===== src/rtl/conv_tap_engine.sv =====
// MAC stage between the convolution register file and the result sink: reads
// DEPTH stored samples, weights each by a local coefficient and returns the sum.
module conv_tap_engine #(
  parameter int WIDTH = 8,
  parameter int DEPTH = 5,
  parameter int ADDR  = 3,
  parameter int ACC_W = 2*WIDTH+3
) (
  input  logic             clk,
  input  logic             rst,
  input  logic             start,
  input  logic             coef_we,
  input  logic [ADDR-1:0]  coef_idx,
  input  logic [WIDTH-1:0] coef_data,
  input  logic             reg_wrEn,
  input  logic [WIDTH-1:0] RdData,
  input  logic             RdData_valid,
  output logic             RdEn,
  output logic [ADDR-1:0]  RdAddr,
  output logic             busy,
  output logic [ACC_W-1:0] result,
  output logic             result_valid,
  input  logic             result_ready,
  output logic             err
);

  typedef enum logic [1:0] {IDLE, READ, DRAIN, OUT} state_t;

  localparam logic [ADDR-1:0] LAST = ADDR'(DEPTH-1);

  state_t           state, state_nxt;
  logic [WIDTH-1:0] coef [DEPTH];
  logic [ADDR-1:0]  ptr_p0;
  logic             issue_p0;
  logic             vld_p1;
  logic [ADDR-1:0]  idx_p1;
  logic [ACC_W-1:0] acc;
  logic [ACC_W-1:0] acc_sum;

  // Unsigned product, zero-extended; the width budget makes overflow impossible.
  function automatic logic [ACC_W-1:0] mac_term(input logic [WIDTH-1:0] a,
                                                input logic [WIDTH-1:0] b);
    logic [2*WIDTH-1:0] p;
    p = {{WIDTH{1'b0}}, a} * {{WIDTH{1'b0}}, b};
    return ACC_W'(p);
  endfunction

  assign acc_sum      = acc + mac_term(RdData, coef[idx_p1]);
  assign busy         = (state != IDLE);
  assign result_valid = (state == OUT);

  always_comb begin
    state_nxt = state;
    issue_p0  = 1'b0;
    RdEn      = 1'b0;
    RdAddr    = '0;
    case (state)
      IDLE: if (start) state_nxt = READ;
      READ: begin
        RdEn   = 1'b1;
        RdAddr = ptr_p0;
        if (!reg_wrEn) begin
          issue_p0 = 1'b1;
          if (ptr_p0 == LAST) state_nxt = DRAIN;
        end
      end
      DRAIN: state_nxt = OUT;
      OUT:   if (result_ready) state_nxt = IDLE;
      default: state_nxt = IDLE;
    endcase
  end

  always_ff @(posedge clk) begin
    if (rst) begin
      state  <= IDLE;
      ptr_p0 <= '0;
      vld_p1 <= 1'b0;
      idx_p1 <= '0;
      acc    <= '0;
      result <= '0;
      err    <= 1'b0;
      for (int i = 0; i < DEPTH; i++) coef[i] <= '0;
    end else begin
      state <= state_nxt;
      if (coef_we && !busy && coef_idx <= LAST) coef[coef_idx] <= coef_data;

      // Stage p0 -> p1: an issued read becomes a pending capture of its address.
      vld_p1 <= issue_p0;
      if (issue_p0) begin
        idx_p1 <= ptr_p0;
        ptr_p0 <= ptr_p0 + 1'b1;
      end

      // Stage p1: read data arrives; accumulate it.
      if (state == IDLE && start) begin
        acc    <= '0;
        ptr_p0 <= '0;
      end else if (vld_p1) begin
        acc <= acc_sum;
        if (!RdData_valid) err <= 1'b1;
      end
      if (state == DRAIN) result <= acc_sum;
    end
  end

endmodule


===== config.mk =====
export PLATFORM = sky130hd
export DESIGN_NAME = conv_tap_engine
export DESIGN_NICKNAME = d
export VERILOG_FILES = /design/src/rtl/conv_tap_engine.sv
export SDC_FILE = /design/constraint.sdc
export NUM_CORES = 1
export LEC_CHECK = 0
export BUFFER_PORTS_ARGS = -buffer_cell sky130_fd_sc_hd__clkbuf_2
export CORE_MARGIN = 8
export CORE_UTILIZATION = 60
export CTS_CLUSTER_DIAMETER = 80
export DETAILED_ROUTE_END_ITERATION = 10
export PLACE_DENSITY = 0.83
export SLEW_MARGIN = 15
export SYNTH_ARGS = -nofsm -noshare
export SYNTH_HDL_FRONTEND = slang
export SYNTH_SLANG_ARGS = --single-unit

===== constraint.sdc =====
create_clock -name clk -period 6.88 [get_ports clk]
set_input_delay 2.064 -clock clk [delete_from_list [all_inputs] [get_ports clk]]
set_output_delay 2.064 -clock clk [all_outputs]
set_load 0.05 [all_outputs]

Word level (Yosys, flattened, before mapping). Memory sizes are Yosys's and may differ from the RTL's. A register that Yosys moved wholly into a read port is not among the register bits. Index checks and enable logic that the tools add are counted.

Flip-flop bits (word level): 48. Bits in latches: 0. RAM bits: 40. Bits in read-only memories: 0. Input port bits: 26. Output and inout bits: 26. Logic and storage cells: 51. Memories kept: 1.

Memories: coef (depth 5, width 8, rd ports 1, clocked after memory_dff 1, write ports 5, RTL line 32) `logic [WIDTH-1:0] coef [DEPTH];`.

$add $sub $neg: 2. Multipliers: 1. Divide/modulo/power cells: 0. Magnitude comparators: 1. Eq/ne operators: 8. Shifts and indexed selects: 0. Mux-type cells: 19. Bitwise gates (word level): 2. Reductions and logical operators: 10.

Operator list (number): adder 19 x 16 -> 19 bit (1); multiplier 8 x 8 -> 16 bit (1); 2-to-1 mux 3 bit (4); 2-to-1 mux 1 bit (9); 2-to-1 mux 2 bit (4); 2-to-1 mux 8 bit (1); case mux 2 bit (4 select lines) (1); OR reduction 8 bit (1); inequality test 2 bit (second input constant) (3); == test 2 bit (second input constant) (2); AND reduction 4 bit (1); adder 3 x 1 -> 3 bit (second input constant) (1); == test 3 bit (second input constant) (1); less-or-equal comparator 3 bit (second input constant) (1); logical AND 1 bit (3); AND reduction 3 bit (1); == test 2 x 1 -> 1 bit (second input constant) (1); zero test 2 bit (1); inequality test 2 x 1 -> 1 bit (second input constant) (1); inverter 1 bit (2); nonzero test 2 bit (1); OR reduction 2 bit (1); zero test 1 bit (1).

Depth between registers and ports, before layout.
Depth in word-level cells: 9. Mapped depth: 21. Gate-level depth less buffers: 19.

Least setup slack after synthesis. Ideal clock, no wire load.

Path type: in2reg. From: input port RdData[3]. To: register result[17]. Library setup time: 0.127 ns. Arrival: 6.094 ns. Required time: 6.753 ns. Path slack: 0.659 ns. Cell stages on the path: 16. Path buffers: 0. Cell sequence: nor2b_1 fa_1 inv_1 fa_1 inv_1 fa_1 inv_1 fa_1 inv_1 ha_1 o21a_1 o31a_1 o31a_1 a221o_1 nor4bb_1 or3_1.

Cells in the longest elaborated chain, start to end: 2.

RTL lines: from (decl) (RTL line 16) `input logic [WIDTH-1:0] RdData,`; multiplier 8 x 8 -> 16 bit (RTL line 44) `p = {{WIDTH{1'b0}}, a} * {{WIDTH{1'b0}}, b};`; adder 19 x 16 -> 19 bit (RTL line 48) `assign acc_sum = acc + mac_term(RdData, coef[idx_p1]);`; to (signal assigned) (RTL line 102) `if (state == DRAIN) result <= acc_sum;`; to (decl) (RTL line 21) `output logic [ACC_W-1:0] result,`.

No other way between the ends. A chain may end at the register's enable or synchronous reset.

Worst setup path after layout.
From: input port RdData[3]. To: register result[18].

Same word-level chain as after synthesis.

==> impl_metrics.csv <==
group,metric,value,unit
clock_tree,cts_tree,"done",
synthesis,ys_types,54,
setup_path,r2r_setup_slack,0.90,ns
die,io_pins,52,
grt,grt_pass1_vias,5585,
synthesis,synth_edf_count,64,
sta,slew_headroom,0.3058,
sta,tightest_slew,1.040,ns
grt,grtUsageMet3,0.05574,
place,place_hpwl,11.80,mm
sta,slew_viol_final,0,
sta,post-route-min-period,6.331,ns
clock_tree,cts_setup_buffers,0,
run,max_cap_violations,0,
grt,grt_antenna_before_repair,0,
cells_and_area,nets,905,
drt,viasPerCell,5.507,
power_and_ir_drop,p_sw_frac,0.3532,
grt,grtUsageMet2,0.3550,
setup_path,path_class,"in -> reg",
synthesis,netlist_instances,700,
synthesis,yosysTopAreaCellShare,0.2552,
place,place.gp.congestion,0.8834,
worst_hold_path,hp-class,"reg -> reg",
sta,fin_crit_sh,0.9201,
setup_path,cp-start-kind,"input port",
die,start_util,0.6065,
synthesis,yosysWarnings,0,
synthesis,yosys-top-cells-area,"edfxtp_1, dfxtp_1, fa_1",
die,die_h,128.0,um
grt,overflow,0,
clock_tree,htree_levels,4,
clock_tree,postCtsHoldBufs,0,
cells_and_area,final_area,8671,um^2
sta,fin_skew,0.006756,ns
setup_path,path_cells,"clkbuf_2 -> nor2b_1 -> fa_1 -> inv_1 -> fa_1 -> inv_1 -> fa_1 -> inv_1 -> fa_1 -> inv_1 -> ha_1 -> nand2_1 -> a211oi_1 -> o2111a_1 -> a211oi_1 -> or4b_2 -> o311ai_0",
status,status,"completed",
die,core,12410,um^2
synthesis,ys.flop_type,"edfxtp_1",
cells_and_area,seqCellArea,2943,um^2
power_and_ir_drop,power_switching,910.7,uW
clock_tree,cts_buffers,17,
drt,wl_per_cell,16.58,um
clock_tree,cts-root-buf,"clkbuf_16",
synthesis,synth_common_cells,"inv_1, edfxtp_1, dfxtp_1",
clock_tree,clk_path_buf_depth,2,
synthesis,synthesis.area,7530,um^2
sta,rsz0062_at_grt,"false",
setup_path,end_kind,"flip-flop",
clock_tree,postCtsResizedCells,0,
power_and_ir_drop,ir_worst_vdd,0.2369,mV
drt,drt_first_pass_iters,5,
cells_and_area,drive_above_1_share,0.1524,
grt,grt_max_degree,48,
setup_path,cpPeakStageDelay,0.62,ns
clock_tree,clkTransAtPathRegs,0.06,ns
synthesis,async_flop_share,0,
power_and_ir_drop,power.share.sequential,0.320,
setup_path,slowest_stage,"or4b_2",
cells_and_area,n_antenna_cell,0,
synthesis,avgSynthCellArea,10.76,um^2
power_and_ir_drop,comb_power_share,0.340,
synthesis,yosys.area.top_type,"edfxtp_1",
setup_path,arrival,6.63,ns
grt,grt_use_met1,0.2436,
place,dpl_cell_area,8079,um^2
sta,setup_viol,0,
drt,num_vias,5320,
sta,hold_viol,0,
grt,track_usage,0.2086,
clock_tree,clock_latency,0.41,ns
setup_path,cp_max_fo,8,
grt,gr-max-usage-layer,"met2",
cells_and_area,multiInputGateArea,4189,um^2
setup_path,r2r_cells,19,
place,numPortBuffers,51,
setup_path,critPathLaunch,"RdData[3]",
setup_path,crit_end,"result[18]$_SDFFE_PP0P_",
drt,ant_nets,0,
die,die_area,16390,um^2
power_and_ir_drop,p_leak,3.732,nW
synthesis,synth_seq_cells,115,
setup_path,cp.required,7.18,ns
grt,grt_pass1_wl,26.74,mm
drt,wl,16.02,mm
power_and_ir_drop,pwr-share-clk,0.341,
die,fp.dieW,128.0,um
die,rows,41,
cells_and_area,fillCellCount,907,
drt,drt-initial-drc-count,337,
clock_tree,cts.sinks,115,
setup_path,r2r-end,"result[18]$_SDFFE_PP0P_",
power_and_ir_drop,powerDensity,297.4,nW/um^2
cells_and_area,area_growth_syn_to_layout,15.15,%
synthesis,synth_most_common_cell,"inv_1",
power_and_ir_drop,p_int,1.668,mW
drt,drc,0,
sta,fmax,158.0,MHz
synthesis,yosysSeqAreaShare,0.3908,
sta,final.setup.tns,0,ns
[sequential cells by signal, indices dropped and copies added, names as in the netlist, named ones only]
signal and flops:
coef 64, acc 19, result 19, idx_p1 3
ptr_p0 3, state 2, err 1, vld_p1 1
[worst max-delay path, delay by kind of cell]
kind	cells	cell delay [ns]
AND/OR/NAND/NOR	3	0.91
adder cells (fa/ha/maj)	5	2.42
AO/OA/AOI/OAI	4	0.88
buffers and inverters	5	0.37
[power groups by stage]
stage / Clock [mW] / Combinational (mW) / Sequential (mW)
after floorplan: 0 / 0.606 / 0.892
after global placement: 0 / 0.834 / 0.832
after detailed placement: 0 / 0.865 / 0.837
final: 0.878 / 0.876 / 0.824
after CTS: 0.886 / 0.874 / 0.825
after global routing: 0.921 / 0.971 / 0.833
[cell usage in the layout, fill, tap and decap left out, types with 4 or more instances in the layout]
cell,Yosys,final
or2_2,6,6
xor2_1,5,5
mux4_2,16,16
ha_1,48,48
o22ai_1,5,5
edfxtp_1,64,64
o21a_1,6,6
a21o_1,4,4
conb_1,1,24
mux2i_1,29,29
a31oi_1,4,4
nor2b_1,33,33
o211ai_1,4,4
nand3_1,7,7
inv_1,105,105
nor3_1,13,13
and2_1,47,47
clkbuf_16,0,17
a21oi_1,15,15
o21ai_0,9,9
a211oi_1,7,7
nor2_1,44,44
fa_1,50,50
buf_4,0,11
dfxtp_1,51,51
clkbuf_2,0,51
nand2_1,35,35
nand2b_1,23,23
or3_1,4,4
nor3b_1,5,5
[area by class of cell]
cell class | count | area share
tap | 172 | 0.02482
timing repair buffer | 62 | 0.03896
clock inverter | 13 | 0.01833
sequential | 115 | 0.3394
inverter | 105 | 0.04545
clock buffer | 19 | 0.04993
multi-input combinational | 480 | 0.4831
[per-layer routing]
metal,vias up,part of all wire,routed length (um)
met5,-,0,0
met4,0,0.024,380
met3,35,0.055,878
met2,188,0.51,8175
met1,2602,0.41,6586
li1,2495,-,-
[worst min-delay path by stage]
stage                               from                   end  cells past startpoint  slack (ns)
floorplan           acc[13]$_SDFFE_PP0P_  acc[13]$_SDFFE_PP0P_                      2        0.46
global placement        err$_SDFFE_PP0P_      err$_SDFFE_PP0P_                      2        0.46
detailed placement      err$_SDFFE_PP0P_      err$_SDFFE_PP0P_                      2        0.47
CTS                     err$_SDFFE_PP0P_      err$_SDFFE_PP0P_                      2        0.47
global route            err$_SDFFE_PP0P_      err$_SDFFE_PP0P_                      2        0.49
finish                  err$_SDFFE_PP0P_      err$_SDFFE_PP0P_                      2        0.47
[logic make-up after synthesis]
group | after synthesis | share of synthesized area
simple gates | 235 | 0.1718
buf+inv | 128 | 0.06431
flops | 115 | 0.3908
fa+ha+maj | 98 | 0.2127
compound gates | 69 | 0.06231
mux | 47 | 0.08940
xor+xnor | 7 | 0.008142
other cells | 1 | 0.0004980
[stage by stage]
stage / setup slack (ns) / power, mW / util / std cells / hold WS, ns
2_1_floorplan: 0.6591 / 1.498 / - / 723 / 0.4560
3_3_place_gp: 0.3186 / 1.666 / 0.6508 / 934 / 0.4558
3_5_place_dp: 0.1734 / 1.702 / 0.6508 / 934 / 0.4656
4_1_cts: 0.5914 / 2.586 / 0.6984 / 966 / 0.4725
5_1_grt: 0.3361 / 2.725 / 0.6984 / 966 / 0.4938
6_report: 0.5494 / 2.579 / 0.6984 / 966 / 0.4653
(Power assumes the default switching activity.)
